$ cat src/rtl/matmul_engine.sv
`default_nettype none
// ============================================================================
// Module   : matmul_engine
// Purpose  : Memory-mapped signed matrix multiply master (C = A*B); define
//            MATMUL_BIAS_EN to add a per-column bias before each C write.
// Revision : 1.0
// ============================================================================
module matmul_engine #(
  parameter int DATA_WIDTH = 32,
  parameter int ADDR_WIDTH = 32,
  parameter int ACC_WIDTH  = 64,
  parameter int MAX_DIM    = 64
) (
  input  logic                  clk,
  input  logic                  rst_n,
  output logic [ADDR_WIDTH-1:0] mem_addr,
  output logic [DATA_WIDTH-1:0] mem_wdata,
  output logic                  mem_we,
  input  logic [DATA_WIDTH-1:0] mem_rdata,
  output logic                  busy,
  output logic                  done,
  output logic                  err
);

  localparam int IDX_W = $clog2(MAX_DIM + 1);
  localparam int OFF_W = 2 * IDX_W + 1;
  localparam logic [ADDR_WIDTH-1:0] FLAG_ADDR = ADDR_WIDTH'(32'hA00);

  localparam logic [3:0] ST_IDLE     = 4'd0;
  localparam logic [3:0] ST_POLL     = 4'd1;
  localparam logic [3:0] ST_CFG      = 4'd2;
  localparam logic [3:0] ST_CHECK    = 4'd3;
  localparam logic [3:0] ST_RD_A     = 4'd4;
  localparam logic [3:0] ST_RD_B     = 4'd5;
  localparam logic [3:0] ST_MAC      = 4'd6;
  localparam logic [3:0] ST_WR       = 4'd7;
  localparam logic [3:0] ST_FLAG     = 4'd8;
`ifdef MATMUL_BIAS_EN
  localparam logic [3:0] ST_RD_BIAS  = 4'd9;
  localparam logic [3:0] ST_ADD_BIAS = 4'd10;
  localparam logic [2:0] CFG_LAST    = 3'd7;
`else
  localparam logic [2:0] CFG_LAST    = 3'd6;
`endif

  logic [3:0]                   state_q, state_d;
  logic [2:0]                   cfg_cnt_q, cfg_cnt_d;
  logic [ADDR_WIDTH-1:0]        a_base_q, a_base_d;
  logic [ADDR_WIDTH-1:0]        b_base_q, b_base_d;
  logic [ADDR_WIDTH-1:0]        c_base_q, c_base_d;
`ifdef MATMUL_BIAS_EN
  logic [ADDR_WIDTH-1:0]        bias_base_q, bias_base_d;
`endif
  logic [DATA_WIDTH-1:0]        m_q, m_d;
  logic [DATA_WIDTH-1:0]        n_q, n_d;
  logic [DATA_WIDTH-1:0]        p_q, p_d;
  logic [IDX_W-1:0]             i_q, i_d;
  logic [IDX_W-1:0]             j_q, j_d;
  logic [IDX_W-1:0]             k_q, k_d;
  logic signed [ACC_WIDTH-1:0]  acc_q, acc_d;
  logic [DATA_WIDTH-1:0]        a_val_q, a_val_d;
  logic                         err_q, err_d;
  logic                         poll_vld_q, poll_vld_d;
  logic [ADDR_WIDTH-1:0]        mem_addr_q, mem_addr_d;
  logic [DATA_WIDTH-1:0]        mem_wdata_q, mem_wdata_d;
  logic                         mem_we_q, mem_we_d;
  logic                         busy_q, busy_d;
  logic                         done_q, done_d;

  logic [IDX_W-1:0]             w_m_idx, w_n_idx, w_p_idx;
  logic signed [ACC_WIDTH-1:0]  w_a_ext, w_rd_ext, w_prod;
  logic                         w_last_i, w_last_j, w_last_k, w_dim_bad;

  function automatic logic [ADDR_WIDTH-1:0] cfg_addr(input logic [2:0] idx);
    logic [ADDR_WIDTH-1:0] a;
    case (idx)
      3'd0:    a = ADDR_WIDTH'(32'h000);
      3'd1:    a = ADDR_WIDTH'(32'h100);
      3'd2:    a = ADDR_WIDTH'(32'h200);
      3'd3:    a = ADDR_WIDTH'(32'h600);
      3'd4:    a = ADDR_WIDTH'(32'h700);
      3'd5:    a = ADDR_WIDTH'(32'h800);
`ifdef MATMUL_BIAS_EN
      3'd6:    a = ADDR_WIDTH'(32'hD00);
`endif
      default: a = FLAG_ADDR;
    endcase
    return a;
  endfunction

  function automatic logic [ADDR_WIDTH-1:0] idx_addr(
    input logic [ADDR_WIDTH-1:0] base,
    input logic [IDX_W-1:0]      row,
    input logic [IDX_W-1:0]      stride,
    input logic [IDX_W-1:0]      col
  );
    logic [OFF_W-1:0] off;
    off = OFF_W'(row) * OFF_W'(stride) + OFF_W'(col);
    return base + ADDR_WIDTH'(off);
  endfunction

  // Dimensions are range-checked before use, so their low bits suffice for indexing.
  assign w_m_idx   = m_q[IDX_W-1:0];
  assign w_n_idx   = n_q[IDX_W-1:0];
  assign w_p_idx   = p_q[IDX_W-1:0];
  assign w_last_i  = (i_q == w_m_idx - IDX_W'(1));
  assign w_last_j  = (j_q == w_p_idx - IDX_W'(1));
  assign w_last_k  = (k_q == w_n_idx - IDX_W'(1));
  assign w_dim_bad = (m_q == '0) || (m_q > DATA_WIDTH'(MAX_DIM)) ||
                     (n_q == '0) || (n_q > DATA_WIDTH'(MAX_DIM)) ||
                     (p_q == '0) || (p_q > DATA_WIDTH'(MAX_DIM));

  assign w_a_ext  = {{(ACC_WIDTH-DATA_WIDTH){a_val_q[DATA_WIDTH-1]}}, a_val_q};
  assign w_rd_ext = {{(ACC_WIDTH-DATA_WIDTH){mem_rdata[DATA_WIDTH-1]}}, mem_rdata};
  assign w_prod   = w_a_ext * w_rd_ext;

  always_comb begin
    state_d     = state_q;
    cfg_cnt_d   = cfg_cnt_q;
    a_base_d    = a_base_q;
    b_base_d    = b_base_q;
    c_base_d    = c_base_q;
`ifdef MATMUL_BIAS_EN
    bias_base_d = bias_base_q;
`endif
    m_d         = m_q;
    n_d         = n_q;
    p_d         = p_q;
    i_d         = i_q;
    j_d         = j_q;
    k_d         = k_q;
    acc_d       = acc_q;
    a_val_d     = a_val_q;
    err_d       = err_q;
    // Right after reset the port address is 0, not the flag; that poll is discarded.
    poll_vld_d  = (state_q == ST_IDLE) && (mem_addr_q == FLAG_ADDR) && !mem_we_q;

    case (state_q)
      ST_IDLE: state_d = ST_POLL;
      ST_POLL: begin
        if (poll_vld_q && (mem_rdata == DATA_WIDTH'(1))) begin
          state_d   = ST_CFG;
          cfg_cnt_d = 3'd0;
          err_d     = 1'b0;
        end else begin
          state_d = ST_IDLE;
        end
      end
      ST_CFG: begin
        case (cfg_cnt_q)
          3'd1:    a_base_d    = ADDR_WIDTH'(mem_rdata);
          3'd2:    b_base_d    = ADDR_WIDTH'(mem_rdata);
          3'd3:    c_base_d    = ADDR_WIDTH'(mem_rdata);
          3'd4:    m_d         = mem_rdata;
          3'd5:    n_d         = mem_rdata;
          3'd6:    p_d         = mem_rdata;
`ifdef MATMUL_BIAS_EN
          3'd7:    bias_base_d = ADDR_WIDTH'(mem_rdata);
`endif
          default: ;
        endcase
        if (cfg_cnt_q == CFG_LAST) begin
          state_d = ST_CHECK;
        end else begin
          cfg_cnt_d = cfg_cnt_q + 3'd1;
        end
      end
      ST_CHECK: begin
        if (w_dim_bad) begin
          err_d   = 1'b1;
          state_d = ST_FLAG;
        end else begin
          i_d     = '0;
          j_d     = '0;
          k_d     = '0;
          acc_d   = '0;
          state_d = ST_RD_A;
        end
      end
      ST_RD_A: state_d = ST_RD_B;
      ST_RD_B: begin
        a_val_d = mem_rdata;
        state_d = ST_MAC;
      end
      ST_MAC: begin
        acc_d = acc_q + w_prod;
        if (w_last_k) begin
`ifdef MATMUL_BIAS_EN
          state_d = ST_RD_BIAS;
`else
          state_d = ST_WR;
`endif
        end else begin
          k_d     = k_q + IDX_W'(1);
          state_d = ST_RD_A;
        end
      end
`ifdef MATMUL_BIAS_EN
      ST_RD_BIAS: state_d = ST_ADD_BIAS;
      ST_ADD_BIAS: begin
        acc_d   = acc_q + w_rd_ext;
        state_d = ST_WR;
      end
`endif
      ST_WR: begin
        acc_d = '0;
        k_d   = '0;
        if (w_last_j) begin
          j_d = '0;
          if (w_last_i) begin
            state_d = ST_FLAG;
          end else begin
            i_d     = i_q + IDX_W'(1);
            state_d = ST_RD_A;
          end
        end else begin
          j_d     = j_q + IDX_W'(1);
          state_d = ST_RD_A;
        end
      end
      ST_FLAG: state_d = ST_IDLE;
      default: state_d = ST_IDLE;
    endcase

    // Port outputs are registered: they carry the access belonging to the next state.
    mem_addr_d  = mem_addr_q;
    mem_wdata_d = '0;
    mem_we_d    = 1'b0;
    case (state_d)
      ST_IDLE, ST_POLL: mem_addr_d = FLAG_ADDR;
      ST_CFG:           mem_addr_d = cfg_addr(cfg_cnt_d);
      ST_RD_A:          mem_addr_d = idx_addr(a_base_q, i_d, w_n_idx, k_d);
      ST_RD_B:          mem_addr_d = idx_addr(b_base_q, k_d, w_p_idx, j_d);
`ifdef MATMUL_BIAS_EN
      ST_RD_BIAS:       mem_addr_d = bias_base_q + ADDR_WIDTH'(j_d);
`endif
      ST_WR: begin
        mem_addr_d  = idx_addr(c_base_q, i_d, w_p_idx, j_d);
        mem_wdata_d = acc_d[DATA_WIDTH-1:0];
        mem_we_d    = 1'b1;
      end
      ST_FLAG: begin
        mem_addr_d  = FLAG_ADDR;
        mem_wdata_d = err_d ? DATA_WIDTH'(2) : '0;
        mem_we_d    = 1'b1;
      end
      default: ;
    endcase
    busy_d = (state_d != ST_IDLE) && (state_d != ST_POLL);
    done_d = (state_d == ST_FLAG);
  end

  always_ff @(posedge clk or negedge rst_n) begin
    if (!rst_n) begin
      state_q     <= ST_IDLE;
      cfg_cnt_q   <= '0;
      a_base_q    <= '0;
      b_base_q    <= '0;
      c_base_q    <= '0;
`ifdef MATMUL_BIAS_EN
      bias_base_q <= '0;
`endif
      m_q         <= '0;
      n_q         <= '0;
      p_q         <= '0;
      i_q         <= '0;
      j_q         <= '0;
      k_q         <= '0;
      acc_q       <= '0;
      a_val_q     <= '0;
      err_q       <= 1'b0;
      poll_vld_q  <= 1'b0;
      mem_addr_q  <= '0;
      mem_wdata_q <= '0;
      mem_we_q    <= 1'b0;
      busy_q      <= 1'b0;
      done_q      <= 1'b0;
    end else begin
      state_q     <= state_d;
      cfg_cnt_q   <= cfg_cnt_d;
      a_base_q    <= a_base_d;
      b_base_q    <= b_base_d;
      c_base_q    <= c_base_d;
`ifdef MATMUL_BIAS_EN
      bias_base_q <= bias_base_d;
`endif
      m_q         <= m_d;
      n_q         <= n_d;
      p_q         <= p_d;
      i_q         <= i_d;
      j_q         <= j_d;
      k_q         <= k_d;
      acc_q       <= acc_d;
      a_val_q     <= a_val_d;
      err_q       <= err_d;
      poll_vld_q  <= poll_vld_d;
      mem_addr_q  <= mem_addr_d;
      mem_wdata_q <= mem_wdata_d;
      mem_we_q    <= mem_we_d;
      busy_q      <= busy_d;
      done_q      <= done_d;
    end
  end

  assign mem_addr  = mem_addr_q;
  assign mem_wdata = mem_wdata_q;
  assign mem_we    = mem_we_q;
  assign busy      = busy_q;
  assign done      = done_q;
  assign err       = err_q;

endmodule
`default_nettype wire
$ cat config.mk
export PLATFORM = sky130hd
export DESIGN_NAME = matmul_engine
export DESIGN_NICKNAME = d
export VERILOG_FILES = /design/src/rtl/matmul_engine.sv
export SDC_FILE = /design/constraint.sdc
export NUM_CORES = 2
export LEC_CHECK = 0
export BUFFER_PORTS_ARGS = -buffer_cell sky130_fd_sc_hd__buf_2
export CAP_MARGIN = 20
export CORE_ASPECT_RATIO = 0.5
export CORE_MARGIN = 10
export CORE_UTILIZATION = 41
export CTS_CLUSTER_SIZE = 28
export DETAILED_ROUTE_END_ITERATION = 10
export HOLD_SLACK_MARGIN = 0.15
export PLACE_DENSITY = 0.54
export SLEW_MARGIN = 15
export SYNTH_ARGS = -nofsm -noshare
export SYNTH_HDL_FRONTEND = slang
export SYNTH_SLANG_ARGS = --single-unit
$ cat constraint.sdc
create_clock -name clk -period 13.4 [get_ports clk]
set_input_delay 0.67 -clock clk [delete_from_list [all_inputs] [get_ports clk]]
set_output_delay 0.67 -clock clk [all_outputs]
set_load 0.05 [all_outputs]
## Word level (Yosys, flattened, before mapping)

Cells that the tools add are included.

- Register bits after elaboration: 385
- Input port bits: 34
- Output and inout port bits: 68
- Word-level logic and storage cells: 131

- Add/subtract/negate cells: 14
- Multipliers: 4
- $lt $le $gt $ge: 3
- Equality and inequality tests: 31
- Muxes and demuxes: 30
- Reductions and logical operators: 28

Operators with widths:

| kind | number |
|---|---|
| one-hot mux 64 bit (3 select lines) | 1 |
| one-hot mux 32 bit (5 select lines) | 1 |
| adder 32 x 15 -> 32 bit | 3 |
| greater-than comparator 32 x 7 -> 1 bit (second input constant) | 3 |
| logical NOT 32 bit | 3 |
| one-hot mux 12 bit (6 select lines) | 1 |
| adder 64 bit | 1 |
| multiplier 32 x 32 -> 64 bit | 1 |
| 2-to-1 mux 64 bit | 1 |
| one-hot mux 32 bit (2 select lines) | 1 |
| 2-to-1 mux 7 bit | 7 |
| adder 14 x 7 -> 15 bit | 3 |
| multiplier 7 x 7 -> 14 bit | 3 |
| == test 32 x 1 -> 1 bit (second input constant) | 1 |
| == test 32 x 12 -> 1 bit (second input constant) | 1 |
| one-hot mux 4 bit (8 select lines) | 1 |
| == test 4 x 3 -> 1 bit (second input constant) | 7 |
| one-hot mux 7 bit (2 select lines) | 2 |
| adder 7 x 1 -> 7 bit (second input constant) | 3 |
| == test 7 bit | 3 |
| one-hot mux 7 bit (3 select lines) | 1 |
| subtractor 7 x 1 -> 7 bit (second input constant) | 3 |
| 2-to-1 mux 4 bit | 4 |
| == test 3 bit (second input constant) | 5 |
| other kinds (24) | 50 |

## Logic depth before layout (Yosys ltp)

- Word-level depth: 12
- Depth in mapped cells: 33
- Depth with buffers taken out: 31

## Least setup slack after synthesis

OpenSTA, ideal clock, no wires.

- Kind: flip-flop to flip-flop
- Start: reg p_q[0]
- End: reg mem_addr_q[21] (netlist: mem_addr[21])
- Library setup time: 0.129 ns
- Arrival time: 7.433 ns
- Data required time: 13.271 ns
- Setup slack: 5.839 ns
- Cell stages (with the launch flop): 32
- Buffers on the path: 1
- Clock period less this slack: 7.561 ns
- Cells stage by stage: dfrtp_1 -> inv_1 -> ha_1 -> or4b_4 -> o21ai_1 -> o211ai_1 -> or4_4 -> nor2b_1 -> or3_1 -> o21ai_0 -> o31a_1 -> buf_2 -> nand2b_1 -> fa_1 -> fa_1 -> inv_1 -> ha_1 -> inv_1 -> fa_1 -> inv_1 -> ha_1 -> inv_1 -> fa_1 -> nor2b_1 -> o21ai_0 -> a21boi_0 -> o211ai_1 -> a211oi_1 -> o21ai_0 -> xor2_1 -> nor2_1 -> a2111o_1

- Word-level cells in the longest chain between the ends: 9
- Elaborated cells on any way between the ends: 36
- Classes of those cells: add/sub: 7; mul: 3; order compare: 1; eq/ne: 7; mux: 12; reduce/logical: 6

RTL lines:

| element | line | text |
|---|---|---|
| from (decl) | 56 | `logic [DATA_WIDTH-1:0] p_q, p_d;` |
| from (signal assigned) | 289 | `p_q <= p_d;` |
| branches (longest 9 deep; another with greater-than comparator 32 x 7 -> 1 bit) | - |  |
| to (signal assigned) | 297 | `mem_addr_q <= mem_addr_d;` |
| to (decl) | 64 | `logic [ADDR_WIDTH-1:0] mem_addr_q, mem_addr_d;` |

Several ways; the timed one is not identified.
A chain may end at the register's enable or synchronous reset.

## Final worst setup path

- Start: reg p_q[0]
- End: reg mem_addr_q[22] (netlist: mem_addr[22])

- Word-level cells in the longest chain between the ends: 9
- Elaborated cells on any way between the ends: 36
- Classes of those cells: add/sub: 7; mul: 3; order compare: 1; eq/ne: 7; mux: 12; reduce/logical: 6

RTL lines:

| element | line | text |
|---|---|---|
| branches (longest 2 deep; another with greater-than comparator 32 x 7 -> 1 bit) | - |  |
| logical OR 1 bit * | 111 | `(p_q == '0) \|\| (p_q > DATA_WIDTH'(MAX_DIM));` |
| 2-to-1 mux 7 bit * | 169 | `if (w_dim_bad) begin` |
| one-hot mux 7 bit (3 select lines) * | 138 | `case (state_q)` |
| named net k_d[1] | 59 | `logic [IDX_W-1:0] k_q, k_d;` |
| multiplier 7 x 7 -> 14 bit | 98 | `off = OFF_W'(row) * OFF_W'(stride) + OFF_W'(col);` |
| adder 14 x 7 -> 15 bit | 98 |  |
| adder 32 x 15 -> 32 bit | 99 | `return base + ADDR_WIDTH'(off);` |
| one-hot mux 32 bit (5 select lines) * | 229 | `case (state_d)` |

Mark *: on every way through the listed nets, which the timed path passes.

==> summary.txt <==
Outcome
  • Status: finished, final reports clean

Logic synthesis
  • Post-synth ARST share: 100.0%
  • YS warnings: 0
  • Post-synth EDFFs: 0
  • Netlist cell types: 76
  • Syn Nets: 4972
  • Avg Inst Size Synth: 9.550 um^2
  • Synthesized flop and latch total: 353
  • Register area share after synthesis: 22.56%
  • Post-Syn Instances: 4100
  • Top FF cell, synth: dfrtp_1
  • Mapped cell area: 39160 um^2

Routing
  • Vias: 28551
  • Iter 0 DRT Violations: 1874
  • Top Metal Used: met4
  • Antenna-violating nets left: 0
  • Drt via density: 5.287
  • Post-route met1 wirelength: 52290 um
  • Routed wire length: 118000 um
  • Drt first pass iters: 5
  • Avg WL per Cell: 21.85 um
  • Wire length on met3: 5734 um
  • DRC viols: 0
  • Routed wl met2: 57030 um

Die
  • Die width: 457.0 um
  • Core box area: 94990 um^2
  • Total Die Area: 109000 um^2
  • Die height: 238.5 um
  • Starting Density: 41.22%
  • Row cnt: 80
  • IO Pins: 102

CTS
  • CTS resizes: 0
  • Hold-fix buffers at CTS: 1
  • Clock sinks: 353
  • Maximum buffer depth of the clock tree: 3
  • Clk slew on worst S/H paths: 0.07 ns
  • Worst skew pair latency: 0.62 ns
  • CTS H-Tree Depth: 2
  • CTS tree: built
  • Setup bufs post-CTS: 0
  • Num CTS Buffers: 41
  • CTS root buf: clkbuf_16

Worst setup path
  • Worst flop-to-flop path endpoint: mem_addr[22]
  • R2r startpoint: p_q[0]
  • Critical Path Start Type: flop
  • CP startpoint: p_q[0]
  • WP data required: 13.89 ns
  • Setup Crit Path Kind: reg -> reg
  • Critical-path top delay cell: o21ai_1
  • Max incr delay on CP: 0.85 ns
  • Most frequent CP cell: inv_1
  • Crit path capture: mem_addr[22]
  • Arrival time worst endpoint: 10.08 ns
  • R2R depth: 28
  • Critical path peak fanout: 38
  • Critical Path Sink Type: flop
  • R2R Setup Slk: 3.82 ns

Place
  • Post-DP HPWL: 86630 um
  • Routability cong.: 0.8977
  • Port-buffer cells: 101
  • Dpl cells: 5322

Cells and area
  • Net count reported at finish: 4969
  • Diode count: 0
  • Area delta synth->final: 8.394%
  • Final core utilization: 44.68%
  • Cell Count, Final, Fillers Out: 5400
  • Share of layout cells above drive strength 1: 11.02%

Worst hold path
  • Hold Path Class: in -> reg

Timing
  • Hold_ws: 0.3449 ns
  • Setup tns final: 0 ns
  • Slew headroom: 23.22%
  • Tmin final: 9.583 ns
  • Worst slew pin tran: 1.140 ns
  • Final setup violation count: 0
  • Clock Skew: 0.03108 ns
  • Fin. max-slew vios: 0
  • Final hold viol count: 0
  • Max Clk Rate: 0.1043 GHz
  • Crit share post-route: 71.52%
  • RSZ-0062 raised after global routing: no

Power and ir drop
  • Cell Pwr Density: 59.94 nW/um^2
  • Worst ir drop on vdd: 0.07827 mV
  • Leak Pwr: 21.63 nW

Global routing
  • First-pass GRT wire length: 184400 um
  • Total congestion overflow: 0
  • Initial antenna violation count: 5
  • GRT Util Overall: 21.80%
  • Vias in the first global route: 29930
  • Pin count of the biggest net entering global routing: 80

Run
  • Max_cap viols: 0
## layout by cell type (no fill, tap or decap), types with 39 or more instances in the layout
master     Yosys  layout
o21ai_0       83      82
buf_2         11     100
ha_1         268     268
nand3_1       46      46
nor2b_1       40      40
xnor2_1      123     123
inv_1        776     776
dfrtp_1      353     353
xor2_1        62      62
buf_4          3      62
a21oi_1       54      54
nand2_1      639     639
and2_1       199     199
nor4_1        40      39
mux2_2       193     193
clkbuf_16      0      41
nor2_1        87      83
fa_1         570     570
## synthesized netlist by cell type, types with 6 or more instances
cell / n / area share [%]
o21bai_1: 6 / 0.12
inv_1: 776 / 7.4
mux2_2: 193 / 5.6
or3_1: 12 / 0.19
a22o_1: 10 / 0.22
nand3_1: 46 / 0.59
and2_1: 199 / 3.2
and4_1: 7 / 0.16
dfrtp_1: 353 / 23
or4_1: 7 / 0.13
fa_1: 570 / 29
or2_2: 6 / 0.096
and3_1: 21 / 0.34
o21a_1: 14 / 0.27
buf_2: 11 / 0.14
ha_1: 268 / 8.6
a22oi_1: 7 / 0.13
a31oi_1: 11 / 0.18
o211ai_1: 6 / 0.12
nor4_1: 40 / 0.64
o31ai_1: 9 / 0.17
o22ai_1: 20 / 0.32
a21oi_1: 54 / 0.69
a211o_1: 17 / 0.38
nor2b_1: 40 / 0.64
nand2b_1: 28 / 0.45
o21ai_0: 83 / 1.1
a221o_1: 7 / 0.18
nand2_1: 639 / 6.1
a21o_1: 28 / 0.54
xnor2_1: 123 / 2.8
xor2_1: 62 / 1.4
clkbuf_1: 191 / 1.8
nand4_1: 18 / 0.29
a211oi_1: 12 / 0.23
nor2_1: 87 / 0.83
nor3_1: 35 / 0.45
## stage by stage
stage	power (mW)	setup WS (ns)	area, um^2
2_1_floorplan	1.243	5.839	39160
3_3_place_gp	1.340	4.192	40940
3_5_place_dp	1.344	4.073	40940
4_1_cts	2.577	3.958	42380
5_1_grt	2.645	3.554	42440
6_report	2.544	3.817	42440
## per-layer routing
layer	global-route usage [%]	vias up
li1	-	12717
met2	36.90	726
met4	5.462	0
met5	0	-
met3	2.571	163
met1	29.74	14945
## worst max-delay path: cells and delay by family (launching register included)
kind / cells / cell delay [ns]
buffers and inverters: 6 / 0.99
adders and majority gates: 6 / 2.51
AOI/OAI and AO/OA: 8 / 3.51
DFF: 1 / 0.54
and+or+nand+nor: 7 / 1.75
xor gates and xnor gates: 1 / 0.13
## state kept, by name, summed over array words and instances, names as in the netlist, 3 cells and up
register   cells
n_q           32
m_q           32
b_base_q      32
k_q            7
p_q           32
i_q            7
a_val_q       32
c_base_q      32
j_q            7
mem_wdata     32
mem_addr      32
a_base_q      32
state_q        4
cfg_cnt_q      3
acc_q         32
## report_power, final
part | internal (mW) | switching [mW]
Sequential | 1.10 | 0.0321
Combinational | 0.0620 | 0.137
Clock | 0.685 | 0.534
## worst min-delay path by stage
stage / to / depth (start not counted) / startpoint / slack (ns)
5_1_grt: p_q[5] / 3 / mem_rdata[5] / 0.36
3_5_place_dp: p_q[13] / 2 / p_q[13] / 0.47
3_3_place_gp: p_q[9] / 2 / p_q[9] / 0.46
2_1_floorplan: a_base_q[0] / 0 / rst_n / 0.37
6_report: p_q[5] / 3 / mem_rdata[5] / 0.34
4_1_cts: p_q[5] / 3 / mem_rdata[5] / 0.32
## kinds of logic (layout without fill, tap and decap cells)
| family | count (synthesis) | in the layout | share of synthesized area [%] |
|---|---|---|---|
| xor+xnor | 185 | 185 | 4.138 |
| flops | 353 | 353 | 22.56 |
| simple gates | 1208 | 1208 | 14.63 |
| fa+ha+maj | 838 | 838 | 37.71 |
| buf+inv | 988 | 1017 | 9.573 |
| mux | 199 | 199 | 5.707 |
| compound gates | 329 | 329 | 5.685 |
## final cells by class
class | instances | area, um^2
Tap cell | 1271 | 1590
Fill cell | 9189 | 52550
Clock inverter | 26 | 317.8
Clock buffer | 49 | 1116
Multi-Input combinational cell | 2759 | 26630
Inverter | 776 | 2913
Timing Repair Buffer | 166 | 1046
Sequential cell | 353 | 8833
Note: power is estimated with default switching activity, not from simulation.
